### src/rtl/load_bin_pkg.sv
// Shared constants and state type for the bin loader (load_bin).
package load_bin_pkg;

    localparam int NUM_CLAUSES_A_BIN      = 8;
    localparam int NUM_VARS_A_BIN         = 8;
    localparam int NUM_LVLS_A_BIN         = 8;
    localparam int WIDTH_CLAUSES          = NUM_VARS_A_BIN * 2;
    localparam int WIDTH_VARS             = 12;
    localparam int WIDTH_LVL              = 16;
    localparam int WIDTH_BIN_ID           = 10;
    localparam int WIDTH_VAR_STATES       = 30;
    localparam int WIDTH_LVL_STATES       = 30;
    localparam int ADDR_WIDTH_CLAUSES     = 9;
    localparam int ADDR_WIDTH_VARS        = 9;
    localparam int ADDR_WIDTH_VARS_STATES = 9;
    localparam int ADDR_WIDTH_LVLS_STATES = 9;

    // Cycles from issuing a slot address to driving that slot's strobe
    localparam int C_LAT = 2;
    localparam int V_LAT = 4;
    localparam int L_LAT = 2;

    typedef enum logic [2:0] {
        IDLE,
        LOAD_C,
        LOAD_V,
        LOAD_L,
        DONE
    } state_t;

endpackage

### src/rtl/load_bin_if.sv
// Bin RAM read ports and engine write strobes/data seen by load_bin.
interface load_bin_if;
    import load_bin_pkg::*;

    logic [ADDR_WIDTH_CLAUSES-1:0]     ram_addr_c_o;
    logic [WIDTH_CLAUSES-1:0]          ram_data_c_i;
    logic [ADDR_WIDTH_VARS-1:0]        ram_addr_v_o;
    logic [WIDTH_VARS-1:0]             ram_data_v_i;
    logic [ADDR_WIDTH_VARS_STATES-1:0] ram_addr_vs_o;
    logic [WIDTH_VAR_STATES-1:0]       ram_data_vs_i;
    logic [ADDR_WIDTH_LVLS_STATES-1:0] ram_addr_l_state_o;
    logic [WIDTH_LVL_STATES-1:0]       ram_data_l_state_i;

    logic [NUM_CLAUSES_A_BIN-1:0]      wr_carray_o;
    logic [WIDTH_CLAUSES-1:0]          clause_o;
    logic [NUM_VARS_A_BIN-1:0]         wr_var_states_o;
    logic [WIDTH_VAR_STATES-1:0]       var_state_o;
    logic [NUM_LVLS_A_BIN-1:0]         wr_lvl_states_o;
    logic [WIDTH_LVL_STATES-1:0]       lvl_state_o;

    modport master (
        output ram_addr_c_o, ram_addr_v_o, ram_addr_vs_o, ram_addr_l_state_o,
        output wr_carray_o, clause_o, wr_var_states_o, var_state_o,
        output wr_lvl_states_o, lvl_state_o,
        input  ram_data_c_i, ram_data_v_i, ram_data_vs_i, ram_data_l_state_i
    );

    modport slave (
        input  ram_addr_c_o, ram_addr_v_o, ram_addr_vs_o, ram_addr_l_state_o,
        input  wr_carray_o, clause_o, wr_var_states_o, var_state_o,
        input  wr_lvl_states_o, lvl_state_o,
        output ram_data_c_i, ram_data_v_i, ram_data_vs_i, ram_data_l_state_i
    );

endinterface

### src/rtl/load_bin_rd_seq.sv
// bin_rd_seq: per-phase address counter (N slots from a base address) plus a
// one-hot slot strobe delayed LAT cycles behind each issued address.
module bin_rd_seq #(
    parameter int N   = 8,
    parameter int LAT = 2,
    parameter int AW  = 9
) (
    input  logic          clk,
    input  logic          rst,
    input  logic          start,
    input  logic [AW-1:0] base,
    output logic [AW-1:0] addr_o,
    output logic          issue_o,
    output logic [N-1:0]  strobe_o,
    output logic          last_o
);

    logic [N-1:0] issue_oh;
    logic [N-1:0] next_oh;
    logic [N-1:0] pipe [LAT];

    assign next_oh = issue_oh << 1;

    // issue_oh marks the slot whose address is on addr_o this cycle;
    // addresses wrap modulo 2^AW and fall back to 0 once the slots run out
    always_ff @(posedge clk) begin
        if (!rst) begin
            issue_oh <= '0;
            addr_o   <= '0;
            for (int i = 0; i < LAT; i++) pipe[i] <= '0;
        end else begin
            if (start) begin
                issue_oh <= N'(1);
                addr_o   <= base;
            end else begin
                issue_oh <= next_oh;
                addr_o   <= (|next_oh) ? addr_o + AW'(1) : '0;
            end
            pipe[0] <= issue_oh;
            for (int i = 1; i < LAT; i++) pipe[i] <= pipe[i-1];
        end
    end

    assign issue_o  = |issue_oh;
    assign strobe_o = pipe[LAT-1];
    assign last_o   = pipe[LAT-1][N-1];

endmodule

### src/rtl/load_bin.sv
// load_bin: streams one bin (clauses, indirect var states, level states) from
// the bin RAMs into the SAT engine. Macro LOAD_BIN_LVL_STATES_EN enables LOAD_L.
module load_bin
    import load_bin_pkg::*;
(
    input  logic                    clk,
    input  logic                    rst,
    input  logic                    start_load,
    input  logic [WIDTH_BIN_ID-1:0] cur_bin_num_i,
    input  logic [WIDTH_LVL-1:0]    base_lvl_i,
    output logic                    busy_o,
    output logic                    apply_load_o,
    output logic                    done_load,
    load_bin_if.master              bus
);

    state_t state, next_state;
    logic start_c, start_v;
    logic c_issue, c_last, v_issue, v_last;
    logic c_vld1, v_vld1, v_vld2, v_vld3, v_empty2, v_empty3;
    logic [WIDTH_BIN_ID-1:0] bin_q;
    logic [ADDR_WIDTH_CLAUSES-1:0] c_base;
    logic [ADDR_WIDTH_VARS-1:0]    v_base;

    assign c_base = ADDR_WIDTH_CLAUSES'(cur_bin_num_i * WIDTH_BIN_ID'(NUM_CLAUSES_A_BIN));
    assign v_base = ADDR_WIDTH_VARS'(bin_q * WIDTH_BIN_ID'(NUM_VARS_A_BIN));

`ifdef LOAD_BIN_LVL_STATES_EN
    logic start_l, l_issue, l_last, l_vld1;
    logic [ADDR_WIDTH_LVLS_STATES-1:0] lvl_q;
    logic unused_lvl_hi;
    assign unused_lvl_hi = ^base_lvl_i[WIDTH_LVL-1:ADDR_WIDTH_LVLS_STATES];
`else
    logic unused_lvl;
    assign unused_lvl = ^{base_lvl_i, bus.ram_data_l_state_i};
`endif

    always_ff @(posedge clk) begin
        if (!rst) begin
            state        <= IDLE;
            busy_o       <= 1'b0;
            apply_load_o <= 1'b0;
            done_load    <= 1'b0;
            bin_q        <= '0;
        end else begin
            state        <= next_state;
            busy_o       <= (next_state != IDLE);
            apply_load_o <= (next_state == LOAD_C) || (next_state == LOAD_V) ||
                            (next_state == LOAD_L);
            done_load    <= (next_state == DONE);
            if (start_c) bin_q <= cur_bin_num_i;
        end
    end

    // Each phase hands over on the cycle its last slot strobe is driven
    always_comb begin
        next_state = state;
        start_c    = 1'b0;
        start_v    = 1'b0;
`ifdef LOAD_BIN_LVL_STATES_EN
        start_l    = 1'b0;
`endif
        case (state)
            IDLE: begin
                if (start_load) begin
                    next_state = LOAD_C;
                    start_c    = 1'b1;
                end
            end
            LOAD_C: begin
                if (c_last) begin
                    next_state = LOAD_V;
                    start_v    = 1'b1;
                end
            end
            LOAD_V: begin
                if (v_last) begin
`ifdef LOAD_BIN_LVL_STATES_EN
                    next_state = LOAD_L;
                    start_l    = 1'b1;
`else
                    next_state = DONE;
`endif
                end
            end
`ifdef LOAD_BIN_LVL_STATES_EN
            LOAD_L: begin
                if (l_last) next_state = DONE;
            end
`endif
            DONE:    next_state = IDLE;
            default: next_state = IDLE;
        endcase
    end

    bin_rd_seq #(.N(NUM_CLAUSES_A_BIN), .LAT(C_LAT), .AW(ADDR_WIDTH_CLAUSES)) u_seq_c (
        .clk      (clk),
        .rst      (rst),
        .start    (start_c),
        .base     (c_base),
        .addr_o   (bus.ram_addr_c_o),
        .issue_o  (c_issue),
        .strobe_o (bus.wr_carray_o),
        .last_o   (c_last)
    );

    bin_rd_seq #(.N(NUM_VARS_A_BIN), .LAT(V_LAT), .AW(ADDR_WIDTH_VARS)) u_seq_v (
        .clk      (clk),
        .rst      (rst),
        .start    (start_v),
        .base     (v_base),
        .addr_o   (bus.ram_addr_v_o),
        .issue_o  (v_issue),
        .strobe_o (bus.wr_var_states_o),
        .last_o   (v_last)
    );

    // Var id 0 marks an empty slot: its state word is forced to 0 two cycles on
    always_ff @(posedge clk) begin
        if (!rst) begin
            c_vld1            <= 1'b0;
            bus.clause_o      <= '0;
            v_vld1            <= 1'b0;
            v_vld2            <= 1'b0;
            v_vld3            <= 1'b0;
            v_empty2          <= 1'b0;
            v_empty3          <= 1'b0;
            bus.ram_addr_vs_o <= '0;
            bus.var_state_o   <= '0;
        end else begin
            c_vld1            <= c_issue;
            bus.clause_o      <= c_vld1 ? bus.ram_data_c_i : '0;
            v_vld1            <= v_issue;
            v_vld2            <= v_vld1;
            v_vld3            <= v_vld2;
            v_empty2          <= v_vld1 && (bus.ram_data_v_i == '0);
            v_empty3          <= v_empty2;
            bus.ram_addr_vs_o <= v_vld1 ? ADDR_WIDTH_VARS_STATES'(bus.ram_data_v_i) : '0;
            bus.var_state_o   <= (v_vld3 && !v_empty3) ? bus.ram_data_vs_i : '0;
        end
    end

`ifdef LOAD_BIN_LVL_STATES_EN
    always_ff @(posedge clk) begin
        if (!rst) begin
            lvl_q           <= '0;
            l_vld1          <= 1'b0;
            bus.lvl_state_o <= '0;
        end else begin
            if (start_c) lvl_q <= base_lvl_i[ADDR_WIDTH_LVLS_STATES-1:0];
            l_vld1          <= l_issue;
            bus.lvl_state_o <= l_vld1 ? bus.ram_data_l_state_i : '0;
        end
    end

    bin_rd_seq #(.N(NUM_LVLS_A_BIN), .LAT(L_LAT), .AW(ADDR_WIDTH_LVLS_STATES)) u_seq_l (
        .clk      (clk),
        .rst      (rst),
        .start    (start_l),
        .base     (lvl_q),
        .addr_o   (bus.ram_addr_l_state_o),
        .issue_o  (l_issue),
        .strobe_o (bus.wr_lvl_states_o),
        .last_o   (l_last)
    );
`else
    assign bus.ram_addr_l_state_o = '0;
    assign bus.wr_lvl_states_o    = '0;
    assign bus.lvl_state_o        = '0;
`endif

endmodule

### src/flat_wrapper.sv
// flat-port wrapper written by rule: the top's interface ports become plain ports
module load_bin_flat import load_bin_pkg::*;
  (clk, rst, start_load, cur_bin_num_i, base_lvl_i, busy_o, apply_load_o, done_load, bus_ram_addr_c_o, bus_ram_addr_v_o, bus_ram_addr_vs_o, bus_ram_addr_l_state_o, bus_wr_carray_o, bus_clause_o, bus_wr_var_states_o, bus_var_state_o, bus_wr_lvl_states_o, bus_lvl_state_o, bus_ram_data_c_i, bus_ram_data_v_i, bus_ram_data_vs_i, bus_ram_data_l_state_i);
  load_bin_if bus_i ();
  input  logic clk;
  input  logic rst;
  input  logic start_load;
  input  logic [WIDTH_BIN_ID-1:0] cur_bin_num_i;
  input  logic [WIDTH_LVL-1:0] base_lvl_i;
  output logic busy_o;
  output logic apply_load_o;
  output logic done_load;
  output wire logic [$bits(bus_i.ram_addr_c_o)-1:0] bus_ram_addr_c_o;
  output wire logic [$bits(bus_i.ram_addr_v_o)-1:0] bus_ram_addr_v_o;
  output wire logic [$bits(bus_i.ram_addr_vs_o)-1:0] bus_ram_addr_vs_o;
  output wire logic [$bits(bus_i.ram_addr_l_state_o)-1:0] bus_ram_addr_l_state_o;
  output wire logic [$bits(bus_i.wr_carray_o)-1:0] bus_wr_carray_o;
  output wire logic [$bits(bus_i.clause_o)-1:0] bus_clause_o;
  output wire logic [$bits(bus_i.wr_var_states_o)-1:0] bus_wr_var_states_o;
  output wire logic [$bits(bus_i.var_state_o)-1:0] bus_var_state_o;
  output wire logic [$bits(bus_i.wr_lvl_states_o)-1:0] bus_wr_lvl_states_o;
  output wire logic [$bits(bus_i.lvl_state_o)-1:0] bus_lvl_state_o;
  input wire logic [$bits(bus_i.ram_data_c_i)-1:0] bus_ram_data_c_i;
  input wire logic [$bits(bus_i.ram_data_v_i)-1:0] bus_ram_data_v_i;
  input wire logic [$bits(bus_i.ram_data_vs_i)-1:0] bus_ram_data_vs_i;
  input wire logic [$bits(bus_i.ram_data_l_state_i)-1:0] bus_ram_data_l_state_i;
  assign bus_ram_addr_c_o = bus_i.ram_addr_c_o;
  assign bus_ram_addr_v_o = bus_i.ram_addr_v_o;
  assign bus_ram_addr_vs_o = bus_i.ram_addr_vs_o;
  assign bus_ram_addr_l_state_o = bus_i.ram_addr_l_state_o;
  assign bus_wr_carray_o = bus_i.wr_carray_o;
  assign bus_clause_o = bus_i.clause_o;
  assign bus_wr_var_states_o = bus_i.wr_var_states_o;
  assign bus_var_state_o = bus_i.var_state_o;
  assign bus_wr_lvl_states_o = bus_i.wr_lvl_states_o;
  assign bus_lvl_state_o = bus_i.lvl_state_o;
  assign bus_i.ram_data_c_i = bus_ram_data_c_i;
  assign bus_i.ram_data_v_i = bus_ram_data_v_i;
  assign bus_i.ram_data_vs_i = bus_ram_data_vs_i;
  assign bus_i.ram_data_l_state_i = bus_ram_data_l_state_i;
  load_bin u_core (.clk(clk), .rst(rst), .start_load(start_load), .cur_bin_num_i(cur_bin_num_i), .base_lvl_i(base_lvl_i), .busy_o(busy_o), .apply_load_o(apply_load_o), .done_load(done_load), .bus(bus_i));
endmodule
### config.mk
export PLATFORM = sky130hd
export DESIGN_NAME = load_bin_flat
export DESIGN_NICKNAME = d
export VERILOG_FILES = /design/src/rtl/load_bin_pkg.sv /design/src/rtl/load_bin_if.sv /design/src/rtl/load_bin_rd_seq.sv /design/src/rtl/load_bin.sv /design/src/flat_wrapper.sv
export SDC_FILE = /design/constraint.sdc
export NUM_CORES = 1
export LEC_CHECK = 0
export ABC_CLOCK_PERIOD_IN_PS = 3800
export CAP_MARGIN = 10
export CORE_ASPECT_RATIO = 0.6
export CORE_MARGIN = 2
export CORE_UTILIZATION = 43
export DETAILED_ROUTE_END_ITERATION = 10
export MAX_ROUTING_LAYER = met4
export PLACE_DENSITY = 0.87
export SYNTH_ARGS = -nofsm -noshare
export SYNTH_HDL_FRONTEND = slang
export SYNTH_SLANG_ARGS = --single-unit
### constraint.sdc
create_clock -name clk -period 3.8 [get_ports clk]
set_input_delay 0.57 -clock clk [delete_from_list [all_inputs] [get_ports clk]]
set_output_delay 0.57 -clock clk [all_outputs]
set_load 0.02 [all_outputs]
=== Word level (Yosys, flattened, before mapping) ===
Memories as Yosys holds them, arrays and structs flattened.
Cells that the tools add are included.
W data, S select, Z words.

* Bits in registers: 107
* RAM bits: 48
* Logic and storage cells: 82
* Memories: 2

* Add/subtract/negate cells: 2
* Eq/ne operators: 6
* Multiplexer cells: 22
* Bitwise gates (word level): 9
* Reductions and logical operators: 19

{| class="wikitable"
|+ Memories
! memory !! words !! bits a word !! rd ports !! clocked after memory_dff !! wr ports !! line !! RTL
|-
| u_core.u_seq_v.pipe || 4 || 8 || 4 || 0 || 4 || load_bin_rd_seq.sv:20 || <nowiki>logic [N-1:0] pipe [LAT];</nowiki>
|-
| u_core.u_seq_c.pipe || 2 || 8 || 2 || 0 || 2 || load_bin_rd_seq.sv:20 ||
|}

{| class="wikitable"
|+ Operators with widths
! kind !! count
|-
| $mux W8 || 6
|-
| $mux W9 || 4
|-
| $add A9 B1 Y9 const B || 2
|-
| $reduce_or A8 Y1 || 2
|-
| $reduce_or A7 Y1 || 2
|-
| $logic_not A12 Y1 || 1
|-
| $eq A3 B2 Y1 const B || 3
|-
| $mux W3 || 3
|-
| $pmux W3 S3 || 1
|-
| $mux W1 || 8
|-
| $eq A3 B1 Y1 const B || 2
|-
| $or A1 B1 Y1 || 6
|-
| $reduce_and A2 Y1 || 3
|-
| $reduce_or A3 Y1 || 2
|-
| $reduce_or A2 Y1 || 2
|-
| $eq A3 B3 Y1 const B || 1
|-
| $logic_not A3 Y1 || 1
|-
| $not A1 Y1 || 3
|-
| $reduce_bool A3 Y1 || 1
|-
| $logic_and A1 B1 Y1 || 2
|-
| $logic_or A1 B1 Y1 || 2
|-
| $logic_not A1 Y1 || 1
|}

=== Longest topological paths before layout ===
An unclocked memory read counts as a cell.

* Depth after elaboration: 6
* Gate-level depth with buffers: 6

=== Hierarchy ===
Synthesis repeated with hierarchy kept, for this count alone.

* Cells, all modules: 482
* Area, all modules: 5210.0 um^2

{| class="wikitable"
|+ By module, submodules not included
! module !! instances !! cells an instance !! area an instance (um^2) !! seq. area each (um^2)
|-
| load_bin || 1 || 231 || 2502.4 || 1461.4
|-
| bin_rd_seq at u_core.u_seq_v || 1 || 139 || 1542.7 || 980.9
|-
| bin_rd_seq at u_core.u_seq_c || 1 || 112 || 1164.9 || 660.6
|}

=== Least setup slack after synthesis ===
OpenSTA, ideal clock, no wires.

* Kind: input to register
* From: in start_load
* To: reg u_core.u_seq_c.issue_oh[1]
* Library setup time: 0.116 ns
* Data arrival time: 1.356 ns
* Data required time: 3.684 ns
* Path slack: 2.329 ns
* Stages: 3
* Path buffers: 1
* Cell sequence: or4b_4 buf_6 and3_1

* Cells in the longest elaborated chain, start to end: 3

{| class="wikitable"
|+ RTL lines
! element !! line !! RTL
|-
| start: declaration || flat_wrapper.sv:7 || <nowiki>input logic start_load;</nowiki>
|-
| $mux W1 || load_bin.sv:65 || <nowiki>if (start_load) begin</nowiki>
|-
| $mux W1 || load_bin.sv:63 || <nowiki>case (state)</nowiki>
|-
| $reduce_or A2 Y1 (no source line) || -- ||
|-
| end signal: assignment || load_bin_rd_seq.sv:36 || <nowiki>issue_oh <= next_oh;</nowiki>
|-
| end: declaration || load_bin_rd_seq.sv:18 || <nowiki>logic [N-1:0] issue_oh;</nowiki>
|}

Every way passes these cells.
A chain may end at the register's enable or synchronous reset.

=== Worst setup path in the final report ===
* From: reg u_core.u_seq_v.addr_o[4]
* To: out bus_ram_addr_v_o[4]

{| class="wikitable"
|+ RTL lines
! element !! line !! RTL
|-
| start: declaration || load_bin_rd_seq.sv:12 || <nowiki>output logic [AW-1:0] addr_o,</nowiki>
|-
| start signal: assignment || load_bin_rd_seq.sv:34 || <nowiki>addr_o <= base;</nowiki>
|-
| start signal: assignment || load_bin_rd_seq.sv:37 || <nowiki>addr_o <= (|next_oh) ? addr_o + AW'(1) : '0;</nowiki>
|-
| end: declaration || flat_wrapper.sv:14 || <nowiki>output wire logic [$bits(bus_i.ram_addr_v_o)-1:0] bus_ram_addr_v_o;</nowiki>
|}

No word-level cell between the ends.

==> qor.log <==
qor: outcome.status finished clean
qor: setup_path.ff2ff_path_depth 3
qor: clocking.clock_insertion_delay_worst_skew 0.40 ns
qor: global_routing.number_of_antenna_violations_at_the_first_check_in_global_routing 0
qor: clocking.cts_hold_buffers 0
qor: global_routing.grt_pass1_wl 16,200 um
qor: layout.layout_common_cells sky130_fd_sc_hd__clkdlybuf4s50_1, sky130_fd_sc_hd__dfxtp_1, sky130_fd_sc_hd__and2_1
qor: route.final_wl 11,000 um
qor: synthesis.synth_sequential_area_ratio 61.2%
qor: placed_design.portBuffers 158
qor: power_and_ir_drop.power_density 494 mW/mm^2
qor: global_routing.met1_track_usage_gr 20.2%
qor: route.iteration_0_drc_markers 126
qor: layout.most_common_cell_after_layout_fill_and_taps_aside sky130_fd_sc_hd__clkdlybuf4s50_1
qor: layout.post_route_utilization 62.6%
qor: clocking.cts-root-to-sink-buffers 2
qor: power_and_ir_drop.vdd_drop_max 0.277 mV
qor: global_routing.use_met3 6.94%
qor: synthesis.synth.ff_latch_count 155
qor: floorplan.initial_utilization 44.5%
qor: min_path.whs_endpoint u_core.u_seq_v.pipe[2][5]$_SDFF_PN0_
qor: clocking.clock_buffer_count_from_cts 17
qor: floorplan.core_area 0.0114 mm^2
qor: sta.timing.max_slew.rel_slack 50.2%
qor: floorplan.fp.dieH 88.1 um
qor: clocking.h-tree-depth 4
qor: route.remaining_drc_errors 0
qor: setup_path.critPathLaunchType register
qor: synthesis.synth_area 0.00507 mm^2
qor: global_routing.grt.overflow.total 0
qor: sta.slew_violations 0
qor: synthesis.syn_area_per_cell 10.8 um^2
qor: setup_path.critPathLaunch u_core.u_seq_v.addr_o[4]$_SDFF_PN0_
qor: floorplan.area_of_the_die 0.0127 mm^2
qor: sta.hold_viol_final 0
qor: layout.antenna-diode-count 0
qor: run.cap_viol_max_count 0
qor: synthesis.yosys_warning_count 0
qor: route.average_wire_length_per_cell_after_detail_routing 13.9 um
qor: clocking.clock_sink_count 155
qor: route.number_of_vias_in_the_routed_layout 3,447
qor: setup_path.cp.arrival 1.51 ns
qor: min_path.hold_path_origin u_core.u_seq_v.pipe[1][5]$_SDFF_PN0_
qor: clocking.postCtsSetupBuffers 0
qor: global_routing.first_global_vias 3,285
qor: global_routing.pin_count_of_the_biggest_net_entering_global_routing 66
qor: power_and_ir_drop.power 3.52 mW
qor: power_and_ir_drop.power.leakage 2.93 nW
qor: layout.stdcell_count 791
qor: sta.unrepaired_setup_endpoints_after_global_routing false
qor: min_path.hold_path.class reg2reg
qor: setup_path.reg2reg_setup_slack 2.27 ns
qor: setup_path.crit_family buffers and inverters
qor: setup_path.endpoint_kind output port
qor: setup_path.worstReg2RegStart u_core.state[0]$_SDFF_PN0_
qor: setup_path.worstSetupPathType reg2out
qor: sta.final.hold.worst_slack 0.426 ns
qor: min_path.worstHoldPathCells 1
qor: sta.post-route-period-util 54.7%
qor: floorplan.boundary_pin_count 256
qor: clocking.clk_pin_slew_worst_paths 0.06 ns
qor: route.final_antenna_net_count 0
qor: global_routing.grt_util_met2 27.4%
qor: clocking.clock_tree_from_tritoncts done
qor: setup_path.slowest_delay 0.66 ns
qor: sta.final.min_clock_period 2.08 ns
qor: layout.final_layout_size_suffix_gt1_share 5.55%
qor: setup_path.path_max_fanout 5
qor: layout.flow.area_growth_from_synthesis 40.5%
qor: clocking.cts_repair_resize_count 0
qor: placed_design.gp_routability_congestion 0.813
qor: setup_path.cp_slowest_cell sky130_fd_sc_hd__clkdlybuf4s50_1
qor: route.vias_per_instance 4.36
qor: sta.timing.setup.tns 0 ns
qor: setup_path.critical_path.cell_chain clkdlybuf4s50_1
qor: sta.number_of_failing_setup_endpoints_in_the_final_timing_report 0
qor: placed_design.dp_cells 759
qor: setup_path.critPathBufInv 1
qor: synthesis.postSynthCellCount 468
qor: clocking.cts_root_buffer sky130_fd_sc_hd__clkbuf_16
qor: setup_path.critical_path.reg2reg.endpoint u_core.u_seq_c.addr_o[7]$_SDFF_PN0_
qor: sta.fmax 481 MHz
qor: floorplan.row_count 30
qor: floorplan.die-width 144 um
qor: layout.nNetsFinal 737
qor: synthesis.netlist-cell-type-count 35
qor: placed_design.hpwlAfterDp 8020 um
qor: sta.worst_pin_slew 0.747 ns
qor: global_routing.grt_most_used_layer met2
qor: setup_path.crit_required 3.23 ns
qor: global_routing.grt_use_total 17.3%
qor: sta.finalClockSkew 0.00807 ns
qor: route.firstDrtPassIters 4
==> metrics by stage <==
stage	worst slack, ns	cell area [um^2]
after detailed placement	1.68	6520
after global placement	1.71	6520
final	1.72	7120
after CTS	1.72	7120
after global routing	1.65	7120
after floorplan	2.33	5240
==> worst max path at each step <==
stage	to	slack [ns]	cells past startpoint
2_1_floorplan	u_core.u_seq_c.issue_oh[1]$_SDFF_PP0_	2.33	3
3_3_place_gp	u_core.u_seq_c.addr_o[6]$_SDFF_PN0_	1.71	4
3_5_place_dp	u_core.u_seq_c.addr_o[7]$_SDFF_PN0_	1.68	4
4_1_cts	bus_ram_addr_v_o[4]	1.72	1
5_1_grt	bus_ram_addr_v_o[2]	1.65	1
6_report	bus_ram_addr_v_o[4]	1.72	1
==> cells by family (layout without fill, tap and decap cells) <==
group,Yosys count,after routing,share of synthesized area (%)
AND/OR/NAND/NOR,197,197,22.8
AO/OA/AOI/OAI,22,22,2.77
XOR/XNOR,14,14,2.42
buffers and inverters,77,194,10.2
adder cells (fa/ha/maj),2,2,0.494
other,1,47,0.0740
flip-flops,155,155,61.2
==> sequential cells by signal (all words and copies together), names as in the netlist, 3 cells and up <==
name                      cells
u_core.bin_q                  6
u_core.bus.clause_o          16
u_core.bus.ram_addr_vs_o      9
u_core.bus.var_state_o       30
u_core.state                  3
u_core.u_seq_c.addr_o         9
u_core.u_seq_c.issue_oh       8
u_core.u_seq_c.pipe          16
u_core.u_seq_v.addr_o         9
u_core.u_seq_v.issue_oh       8
u_core.u_seq_v.pipe          32
==> cells in the mapped netlist <==
| library cell | count | share of area [%] |
|---|---|---|
| sky130_fd_sc_hd__dfxtp_1 | 155 | 61 |
| sky130_fd_sc_hd__and2_1 | 90 | 11 |
| sky130_fd_sc_hd__buf_4 | 56 | 8.3 |
| sky130_fd_sc_hd__and3_1 | 33 | 4.1 |
| sky130_fd_sc_hd__nand2_1 | 32 | 2.4 |
| sky130_fd_sc_hd__clkbuf_1 | 15 | 1.1 |
| sky130_fd_sc_hd__o21ai_1 | 12 | 1.2 |
| sky130_fd_sc_hd__nor2_1 | 11 | 0.82 |
| sky130_fd_sc_hd__xnor2_1 | 9 | 1.6 |
| sky130_fd_sc_hd__a21boi_1 | 6 | 0.89 |
| sky130_fd_sc_hd__nor3_1 | 6 | 0.59 |
| sky130_fd_sc_hd__nand3_1 | 5 | 0.49 |
| sky130_fd_sc_hd__nor4_1 | 5 | 0.62 |
| sky130_fd_sc_hd__xor2_1 | 5 | 0.86 |
| sky130_fd_sc_hd__inv_1 | 3 | 0.22 |
| sky130_fd_sc_hd__and4_1 | 2 | 0.35 |
| sky130_fd_sc_hd__buf_6 | 2 | 0.44 |
| sky130_fd_sc_hd__ha_1 | 2 | 0.49 |
| sky130_fd_sc_hd__nand4_1 | 2 | 0.25 |
| sky130_fd_sc_hd__o21a_1 | 2 | 0.30 |
| sky130_fd_sc_hd__a2111oi_2 | 1 | 0.30 |
| sky130_fd_sc_hd__a21oi_1 | 1 | 0.099 |
| sky130_fd_sc_hd__and2b_1 | 1 | 0.15 |
| sky130_fd_sc_hd__and3b_1 | 1 | 0.17 |
| sky130_fd_sc_hd__and4bb_1 | 1 | 0.25 |
| sky130_fd_sc_hd__buf_2 | 1 | 0.099 |
| sky130_fd_sc_hd__conb_1 | 1 | 0.074 |
| sky130_fd_sc_hd__nand2_2 | 1 | 0.12 |
| sky130_fd_sc_hd__nand2b_1 | 1 | 0.12 |
| sky130_fd_sc_hd__nand3_2 | 1 | 0.20 |
| sky130_fd_sc_hd__nand3b_1 | 1 | 0.15 |
| sky130_fd_sc_hd__nor4b_4 | 1 | 0.47 |
| sky130_fd_sc_hd__or2_1 | 1 | 0.12 |
| sky130_fd_sc_hd__or3_1 | 1 | 0.12 |
| sky130_fd_sc_hd__or4b_4 | 1 | 0.27 |
==> area by class of cell <==
class,count,area (um^2)
tap,160,200
timing repair buffer,159,1580
clock inverter,10,143
multi-input combinational,282,1620
clock buffer,22,454
sequential,155,3100
inverter,3,11.3
fill,922,4260
==> routing by layer <==
metal  share of wire [%]  up-vias
li1                    -     1704
met1                  44     1601
met2                  47      132
met3                 8.5       10
met4                0.73        0
met5                   0        -
==> report_power, final <==
group	switching, mW	internal [mW]	total, mW
logic	0.0975	0.0894	0.187
registers	0.0122	1.64	1.65
clock network	0.625	1.05	1.68
Note: power is estimated with default switching activity, not from simulation.
